`config.mk`:
```
export PLATFORM = sky130hd
export DESIGN_NAME = line_buffer_11rows
export DESIGN_NICKNAME = d
export VERILOG_FILES = /design/src/rtl/line_buffer_11rows_pkg.sv /design/src/rtl/line_buffer_11rows_line_ram.sv /design/src/rtl/line_buffer_11rows.sv
export SDC_FILE = /design/constraint.sdc
export NUM_CORES = 1
export LEC_CHECK = 0
export CAP_MARGIN = 20
export CORE_ASPECT_RATIO = 1.4
export CORE_MARGIN = 8
export CORE_UTILIZATION = 29
export DETAILED_ROUTE_END_ITERATION = 12
export GPL_TIMING_DRIVEN = 0
export SLEW_MARGIN = 20
export SYNTH_ARGS = -nofsm -noshare
export SYNTH_HDL_FRONTEND = slang
export SYNTH_SLANG_ARGS = --single-unit
```
`constraint.sdc`:
```
create_clock -name clk -period 3.7 [get_ports clk]
set_input_delay 0.925 -clock clk [delete_from_list [all_inputs] [get_ports clk]]
set_output_delay 0.925 -clock clk [all_outputs]
set_load 0.03 [all_outputs]
```
`src/rtl/line_buffer_11rows_pkg.sv`:
```
// Shared constants for the 11-row line buffer: window height, number of stored lines, default pixel width.
package line_buffer_11rows_pkg;
  localparam int KERNEL    = 11;
  localparam int NUM_LINES = KERNEL - 1;
  localparam int DEF_PIX_W = 8;
endpackage

```
`src/rtl/line_buffer_11rows_line_ram.sv`:
```
// One image line of storage: synchronous write, combinational read at the same address.
module line_buffer_11rows_line_ram #(
  parameter int DEPTH = 16,
  parameter int W     = 8,
  localparam int AW   = $clog2(DEPTH)
) (
  input  logic          clk,
  input  logic          we,
  input  logic [AW-1:0] addr,
  input  logic [W-1:0]  wdata,
  output logic [W-1:0]  rdata
);
  logic [W-1:0] mem [DEPTH];

  always_ff @(posedge clk) begin
    if (we) mem[addr] <= wdata;
  end

  // Read returns the pre-write value, so a chained store shifts a column up one row per beat.
  assign rdata = mem[addr];
endmodule

```
`src/rtl/line_buffer_11rows.sv`:
```
// Raster stream to 11-pixel column taps (S1 = row r-10 ... S11 = row r), one registered column per beat.
// Build option LB_TOP_ZERO_PAD_EN: emit from row 0 with unfilled rows forced to zero.
module line_buffer_11rows
  import line_buffer_11rows_pkg::*;
#(
  parameter int COLS  = 16,
  parameter int ROWS  = 16,
  parameter int PIX_W = DEF_PIX_W
) (
  input  logic             clk,
  input  logic             rst,
  input  logic             valid_i,
  input  logic [PIX_W-1:0] data_i,
  output logic             valid_o,
  output logic [PIX_W-1:0] S1_o,
  output logic [PIX_W-1:0] S2_o,
  output logic [PIX_W-1:0] S3_o,
  output logic [PIX_W-1:0] S4_o,
  output logic [PIX_W-1:0] S5_o,
  output logic [PIX_W-1:0] S6_o,
  output logic [PIX_W-1:0] S7_o,
  output logic [PIX_W-1:0] S8_o,
  output logic [PIX_W-1:0] S9_o,
  output logic [PIX_W-1:0] S10_o,
  output logic [PIX_W-1:0] S11_o,
  output logic             row_last_o,
  output logic             frame_done_o
);
  localparam int CW = $clog2(COLS);
  localparam int RW = $clog2(ROWS);
  localparam logic [CW-1:0] COL_LAST = CW'(COLS - 1);
  localparam logic [RW-1:0] ROW_LAST = RW'(ROWS - 1);
  localparam logic [RW-1:0] ROW_FULL = RW'(NUM_LINES);

  logic [CW-1:0]    col_cnt;
  logic [RW-1:0]    row_cnt;
  logic [PIX_W-1:0] wr   [NUM_LINES];
  logic [PIX_W-1:0] rd   [NUM_LINES];
  logic [PIX_W-1:0] rd_g [NUM_LINES];
  logic [PIX_W-1:0] tap  [KERNEL];
  logic             out_en;
  logic             end_of_row;
  logic             end_of_frame;

  assign end_of_row   = (col_cnt == COL_LAST);
  assign end_of_frame = end_of_row && (row_cnt == ROW_LAST);

  for (genvar k = 0; k < NUM_LINES; k++) begin : g_line
    if (k == 0) begin : g_head
      assign wr[k] = data_i;
    end else begin : g_chain
      assign wr[k] = rd[k-1];
    end
    line_buffer_11rows_line_ram #(.DEPTH(COLS), .W(PIX_W)) u_line (
      .clk   (clk),
      .we    (valid_i),
      .addr  (col_cnt),
      .wdata (wr[k]),
      .rdata (rd[k])
    );
  end

`ifdef LB_TOP_ZERO_PAD_EN
  // filled[k] marks that store k holds a row of the current frame.
  logic [NUM_LINES-1:0] filled;

  always_ff @(posedge clk or posedge rst) begin
    if (rst) begin
      filled <= '0;
    end else if (valid_i && end_of_row) begin
      filled <= end_of_frame ? '0 : {filled[NUM_LINES-2:0], 1'b1};
    end
  end

  assign out_en = 1'b1;
  for (genvar k = 0; k < NUM_LINES; k++) begin : g_pad
    assign rd_g[k] = filled[k] ? rd[k] : '0;
  end
`else
  assign out_en = (row_cnt >= ROW_FULL);
  for (genvar k = 0; k < NUM_LINES; k++) begin : g_pass
    assign rd_g[k] = rd[k];
  end
`endif

  always_ff @(posedge clk or posedge rst) begin
    if (rst) begin
      col_cnt      <= '0;
      row_cnt      <= '0;
      valid_o      <= 1'b0;
      row_last_o   <= 1'b0;
      frame_done_o <= 1'b0;
      for (int k = 0; k < KERNEL; k++) tap[k] <= '0;
    end else begin
      valid_o      <= valid_i && out_en;
      row_last_o   <= valid_i && out_en && end_of_row;
      frame_done_o <= valid_i && end_of_frame;
      if (valid_i) begin
        tap[KERNEL-1] <= data_i;
        for (int k = 1; k <= NUM_LINES; k++) tap[KERNEL-1-k] <= rd_g[k-1];
        col_cnt <= end_of_row ? '0 : col_cnt + 1'b1;
        if (end_of_row) row_cnt <= end_of_frame ? '0 : row_cnt + 1'b1;
      end
    end
  end

  assign S1_o  = tap[0];
  assign S2_o  = tap[1];
  assign S3_o  = tap[2];
  assign S4_o  = tap[3];
  assign S5_o  = tap[4];
  assign S6_o  = tap[5];
  assign S7_o  = tap[6];
  assign S8_o  = tap[7];
  assign S9_o  = tap[8];
  assign S10_o = tap[9];
  assign S11_o = tap[10];
endmodule

```
==> flow_summary.ini, run 1 <==
[synth]
ys_types = 35
synth-adder-area-share = 0.001446
synthSimpleGateAreaFrac = 0.01603
synth_xor_xnor_area_share = 0.0005062
synth_compound_area_frac = 0.02196
synth-seq-area-share = 0.7883
netlist_area_mm2 = 0.05190
synth_cells = 2319
syn-num-nets = 2336
synth.avg_cell_area_um2 = 22.38
yosysWarnings = 0
yosys_register_bits = 1379
synth_top_family_by_area = multiplexers
synth.mux.area_fraction = 0.1560

[critical_path]
end_kind = flop
crit_path_end = g_line[1].u_line.mem[10][7]$_DFFE_PP_
critPathSlowestCell = and3_4
cp_common_cell = buf_2
cp.depth = 8
cp.required_ns = 4.12
crit_family = buffers and inverters
max_stage_delay_ns = 0.50
rrSetupSlack_ns = 0.17
crit_start = col_cnt[3]$_DFFE_PP0P_
cp.arrival_ns = 3.95
crit_buf_inv = 6
r2r-end = g_line[1].u_line.mem[10][7]$_DFFE_PP_
path_max_fanout = 33
r2r_cells = 8
r2r_start = col_cnt[3]$_DFFE_PP0P_
critPathKind = reg2reg
path_cells = buf_2 > clkbuf_4 > buf_2 > nor2b_1 > clkbuf_2 > and3_4 > buf_16 > buf_12
start_kind = flop

[route]
routedWlPerCell_um = 25.48
drcViolationCount = 0
antenna_left = 0
finalWirelength_mm = 128.7
via_per_inst = 4.902
vias = 24753
drt_iter0_markers = 2199
dr.pass1.iters = 6

[run_status]
status = finished clean

[global_routing]
grt_usage = 0.1317
grt_pass1_vias = 26139
antenna_found_initial = 8
grt_max_degree = 69
grt_first_pass_wirelength_mm = 187.2
grt-ovfl-total = 0

[sta]
hold_viol = 0
slew_violations = 0
timing.hold.ws_ns = 0.5052
max_slew_margin = 0.2505
worst_slew_pin_slew_ns = 1.124
fmax_mhz = 283.5
fin_tns_setup_ns = 0
rsz0062_at_grt = no
period_needed_ns = 3.527
setup_viol = 0
finalCritPeriodShare = 0.9532
fin_skew_ns = 0.02344

[clock_tree]
clk_latency_ns = 0.76
cts_sinks = 1379
h-tree-depth = 4
post_cts_buffers = 0
clock_path_buffers = 3
cts_tree = yes
cts.clk_slew.worst_paths_ns = 0.06
cts_buffers = 140
cts-root-buf = clkbuf_16

[die]
dieArea_mm2 = 0.1930
die_y_um = 516.6
top_level_ports = 102
core_mm2 = 0.1777
row_count = 183
die_x_um = 373.6
start_util = 0.2921

[finish]
fin_nets = 2641
area_growth_pct = 19.26
stdcell_area_mm2 = 0.06190
layoutNonFillerInstCount = 5050
drive_above_1_share = 0.2997

[pwr]
vdd_drop_max_mv = 0.4102
p_leak_uw = 0.01934
powerDensity_mw_per_mm2 = 924.9

[min_path]
hp-class = reg2reg
min-delay-start = S6_o[2]$_DFFE_PP0P_

[placed_design]
placed_cell_area_mm2 = 0.05743
hpwl_mm = 77.97
gp_congestion = 0.7076
portBuffers = 100
dpl.cell_count = 4794

[flow_run]
max-cap-violations = 0
sequential cells by signal, indices dropped and copies added (netlist names):
register and cells:
g_line.u_line.mem 1280, S10_o 8, S11_o 8, S1_o 8, S2_o 8, S3_o 8
S4_o 8, S5_o 8, S6_o 8, S7_o 8, S8_o 8, S9_o 8
col_cnt 4, row_cnt 4, frame_done_o 1, row_last_o 1, valid_o 1
cells in the mapped netlist (all sizes together):
cell / instances / share of area
a211oi: 1 / 0.00014
a21oi: 4 / 0.00039
a22oi: 7 / 0.0010
a31oi: 79 / 0.0095
and2: 10 / 0.0012
and3: 8 / 0.00096
buf: 91 / 0.013
clkbuf: 39 / 0.0028
dfrtp: 99 / 0.048
edfxtp: 1280 / 0.74
ha: 6 / 0.0014
inv: 5 / 0.00036
mux2: 81 / 0.018
mux2i: 25 / 0.0048
mux4: 308 / 0.13
nand2: 151 / 0.011
nand2b: 1 / 0.00012
nand3: 5 / 0.00048
nand3b: 2 / 0.00029
nand4: 1 / 0.00012
nor2: 17 / 0.0012
nor2b: 1 / 0.00012
nor3b: 2 / 0.00029
o21ai: 6 / 0.00058
o22ai: 84 / 0.010
o311a: 1 / 0.00019
or2: 1 / 0.00012
or3b: 1 / 0.00017
xnor2: 3 / 0.00051
logic make-up after synthesis:
family	count (synthesis)
XOR/XNOR	3
flip-flops	1379
multiplexers	414
adder cells (fa/ha/maj)	6
AO/OA/AOI/OAI	182
buffers and inverters	135
AND/OR/NAND/NOR	200
cells in the final DEF (no fill, tap or decap), types with 14 or more instances in the layout:
cell             count
mux4_2             308
clkbuf_1            72
buf_16              18
buf_6               63
buf_12              14
mux2i_1             25
buf_2               46
clkbuf_16          143
dfrtp_1             99
a31oi_2             72
o22ai_1             84
edfxtp_1          1280
mux2_2              81
clkdlybuf4s50_1    100
nor2_1              17
clkinv_1            23
clkinv_2            19
nand2_1            151
stage by stage:
stage	util	power (uW)	setup WS, ns
final	0.3484	57250	0.1732
after global routing	0.3484	59710	0.1038
after CTS	0.3483	57960	0.05168
after detailed placement	0.3232	44090	-0.3567
after global placement	0.3141	42250	-2.746
after floorplan	-	35280	0.1846
how the worst min path moves through the flow:
stage	end	slack [ns]	depth (start not counted)
CTS	S2_o[4]$_DFFE_PP0P_	0.49	2
global placement	S5_o[0]$_DFFE_PP0P_	0.49	1
finish	S6_o[2]$_DFFE_PP0P_	0.51	1
detailed placement	S2_o[7]$_DFFE_PP0P_	0.50	1
global route	S2_o[5]$_DFFE_PP0P_	0.52	1
floorplan	row_cnt[3]$_DFFE_PP0P_	0.46	1
repair_timing:
item	in CTS	in global routing
endpoints found under the hold margin	0	0
resized for setup	3	1
cloned	1	0
setup endpoints to repair	111	89
pin swaps	1	0
hold buffers	0	0
layout make-up:
cell class,count,area (um2)
plain buffers,129,802.0
multi-input cells,806,10690
flip-flops and latches,1379,40910
diodes,2,5.005
clock buffers,183,3749
repair buffers,163,2130
clock inverters,71,690.7
inverters,5,31.28
fillers,16390,115800
well taps,2312,2893
power by group:
part           switching, uW  total [uW]  internal (uW)
registers                675       24100          23400
logic                  12400       19300           6960
clock network           5960       13800           7840
total                  19000       57200          38200
layer usage:
layer,GRT usage,up-vias,part of all wire
li1,-,10333,-
met1,0.1699,13408,0.42
met2,0.2249,815,0.50
met3,0.02728,197,0.064
met4,0.03817,0,0.024
met5,0,-,0
Power figures use the tool's default switching activity.
==> run 2, diff against run 1 <==
- CORE_MARGIN: 8 -> not set
==> run 2 against run 1 <==
Effect of this change: critical path depth stayed put; critical path type unchanged; sequential power about the same; sequential share of layout area about the same; clock skew increased by 0.0072 ns; highest routed layer unchanged.
==> flow_summary.ini, run 2 (synthesis gave the netlist of run 1 again) <==
[clock_tree]
post_cts_buffers = 0
cts_buffers = 138
cts_tree = yes
clk_latency_ns = 0.77
cts-root-buf = clkbuf_16
clock_path_buffers = 3
h-tree-depth = 4
cts.clk_slew.worst_paths_ns = 0.06
cts_sinks = 1379

[sta]
worst_slew_pin_slew_ns = 1.026
setup_viol = 0
period_needed_ns = 3.627
finalCritPeriodShare = 0.9803
max_slew_margin = 0.3158
timing.hold.ws_ns = 0.5049
fin_ws_ns = 0.07291
hold_viol = 0
fmax_mhz = 275.7
fin_skew_ns = 0.03060
slew_violations = 0
rsz0062_at_grt = no

[global_routing]
grt_pass1_vias = 25806
antenna_found_initial = 13
grt_usage = 0.1408
grt_first_pass_wirelength_mm = 184.1
grt_max_degree = 60
grt-ovfl-total = 0

[critical_path]
rrSetupSlack_ns = 0.07
cp.required_ns = 4.13
path_max_fanout = 31
critPathKind = reg2reg
r2r_cells = 8
end_kind = flop
start_kind = flop
cp.arrival_ns = 4.06

[finish]
regMostFlops = g_line.u_line.mem
fillers = 16416
layout_common_cells = edfxtp_1, mux4_2, nand2_1
largest_reg_flops = 1280
fin_nets = 2645
area_growth_pct = 19.27
final_common_cell = edfxtp_1
layoutNonFillerInstCount = 5055
drive_above_1_share = 0.3053

[placed_design]
portBuffers = 100
gp_congestion = 0.7134
hpwl_mm = 77.98
dpl.cell_count = 4799
place_ws_ns = -0.1639

[die]
die_x_um = 359.6
start_util = 0.2921
row_count = 183
die_y_um = 502.6
dieArea_mm2 = 0.1807
core_mm2 = 0.1777
top_level_ports = 102

[pwr]
powerDensity_mw_per_mm2 = 923.4
vdd_drop_max_mv = 0.5129
p_leak_uw = 0.01936

[min_path]
min_path_cells = 1
hp-class = reg2reg

[route]
antenna_left = 0
vias = 24811
drt_iter0_markers = 2298
via_per_inst = 4.908
dr.pass1.iters = 5
routedWlPerCell_um = 25.31
drcViolationCount = 0
finalWirelength_mm = 127.9

[run_status]
status = finished clean

[flow_run]
max-cap-violations = 0
## run 2: final timing paths
path                                        start                                   end
setup / recovery           col_cnt[3]$_DFFE_PP0P_  g_line[6].u_line.mem[8][6]$_DFFE_PP_
hold / removal               S10_o[7]$_DFFE_PP0P_                  S10_o[7]$_DFFE_PP0P_
setup reg to reg           col_cnt[3]$_DFFE_PP0P_  g_line[6].u_line.mem[8][6]$_DFFE_PP_
hold reg to reg              S10_o[7]$_DFFE_PP0P_                  S10_o[7]$_DFFE_PP0P_
max in group asynchronous                     rst                   S9_o[4]$_DFFE_PP0P_
min in group asynchronous                     rst                   S3_o[1]$_DFFE_PP0P_
## run 2: repair_timing
item / in CTS / in global routing
cloned: 2 / 0
endpoints found under the setup margin: 78 / 18
pin swaps: 2 / 0
resized for setup: 2 / 0
hold buffers: 0 / 0
## run 2: cell type report
cell class	instances	area, um2	area share
flip-flops and latches	1379	40910	0.6609
multi-input cells	807	10690	0.1727
clock buffers	184	3814	0.06160
well taps	2312	2893	0.04673
repair buffers	168	2177	0.03517
plain buffers	129	799.5	0.01292
clock inverters	70	581.8	0.009398
inverters	5	31.28	0.0005053
diodes	1	2.502	0.00004042
## run 2: per-stage QoR
step	setup TNS, ns	power [uW]	cell area [um2]	utilization
floorplan	0	35280	51920	-
global placement	-2776.66	42150	55820	0.3141
detailed placement	-11.63	44070	57460	0.3234
CTS	0	57800	61880	0.3483
global route	0	59460	61910	0.3484
finish	0	57170	61910	0.3484
## run 2: worst max-delay path: stages (launching register included)
cell and delay [ns]:
dfrtp_1 0.32, buf_2 0.38, buf_2 0.45, buf_2 0.40
nor2b_1 0.23, clkbuf_2 0.38, and3_4 0.50, buf_12 0.28
buf_12 0.26
## run 2: report_power, final
group | leakage (uW) | total (uW) | switching, uW | internal (uW)
sequential | 0.0127 | 24100 | 701 | 23400
clock | 0.00216 | 13700 | 5890 | 7780
combinational | 0.00454 | 19400 | 12300 | 7030
total | 0.0194 | 57200 | 18900 | 38200
## run 2: per-layer routing
layer,wire length (um),GRT usage,vias up
li1,-,-,10355
met1,52260,0.1802,13475
met2,65290,0.2438,802
met3,7623,0.02367,179
met4,2750,0.04364,0
met5,0,0,-
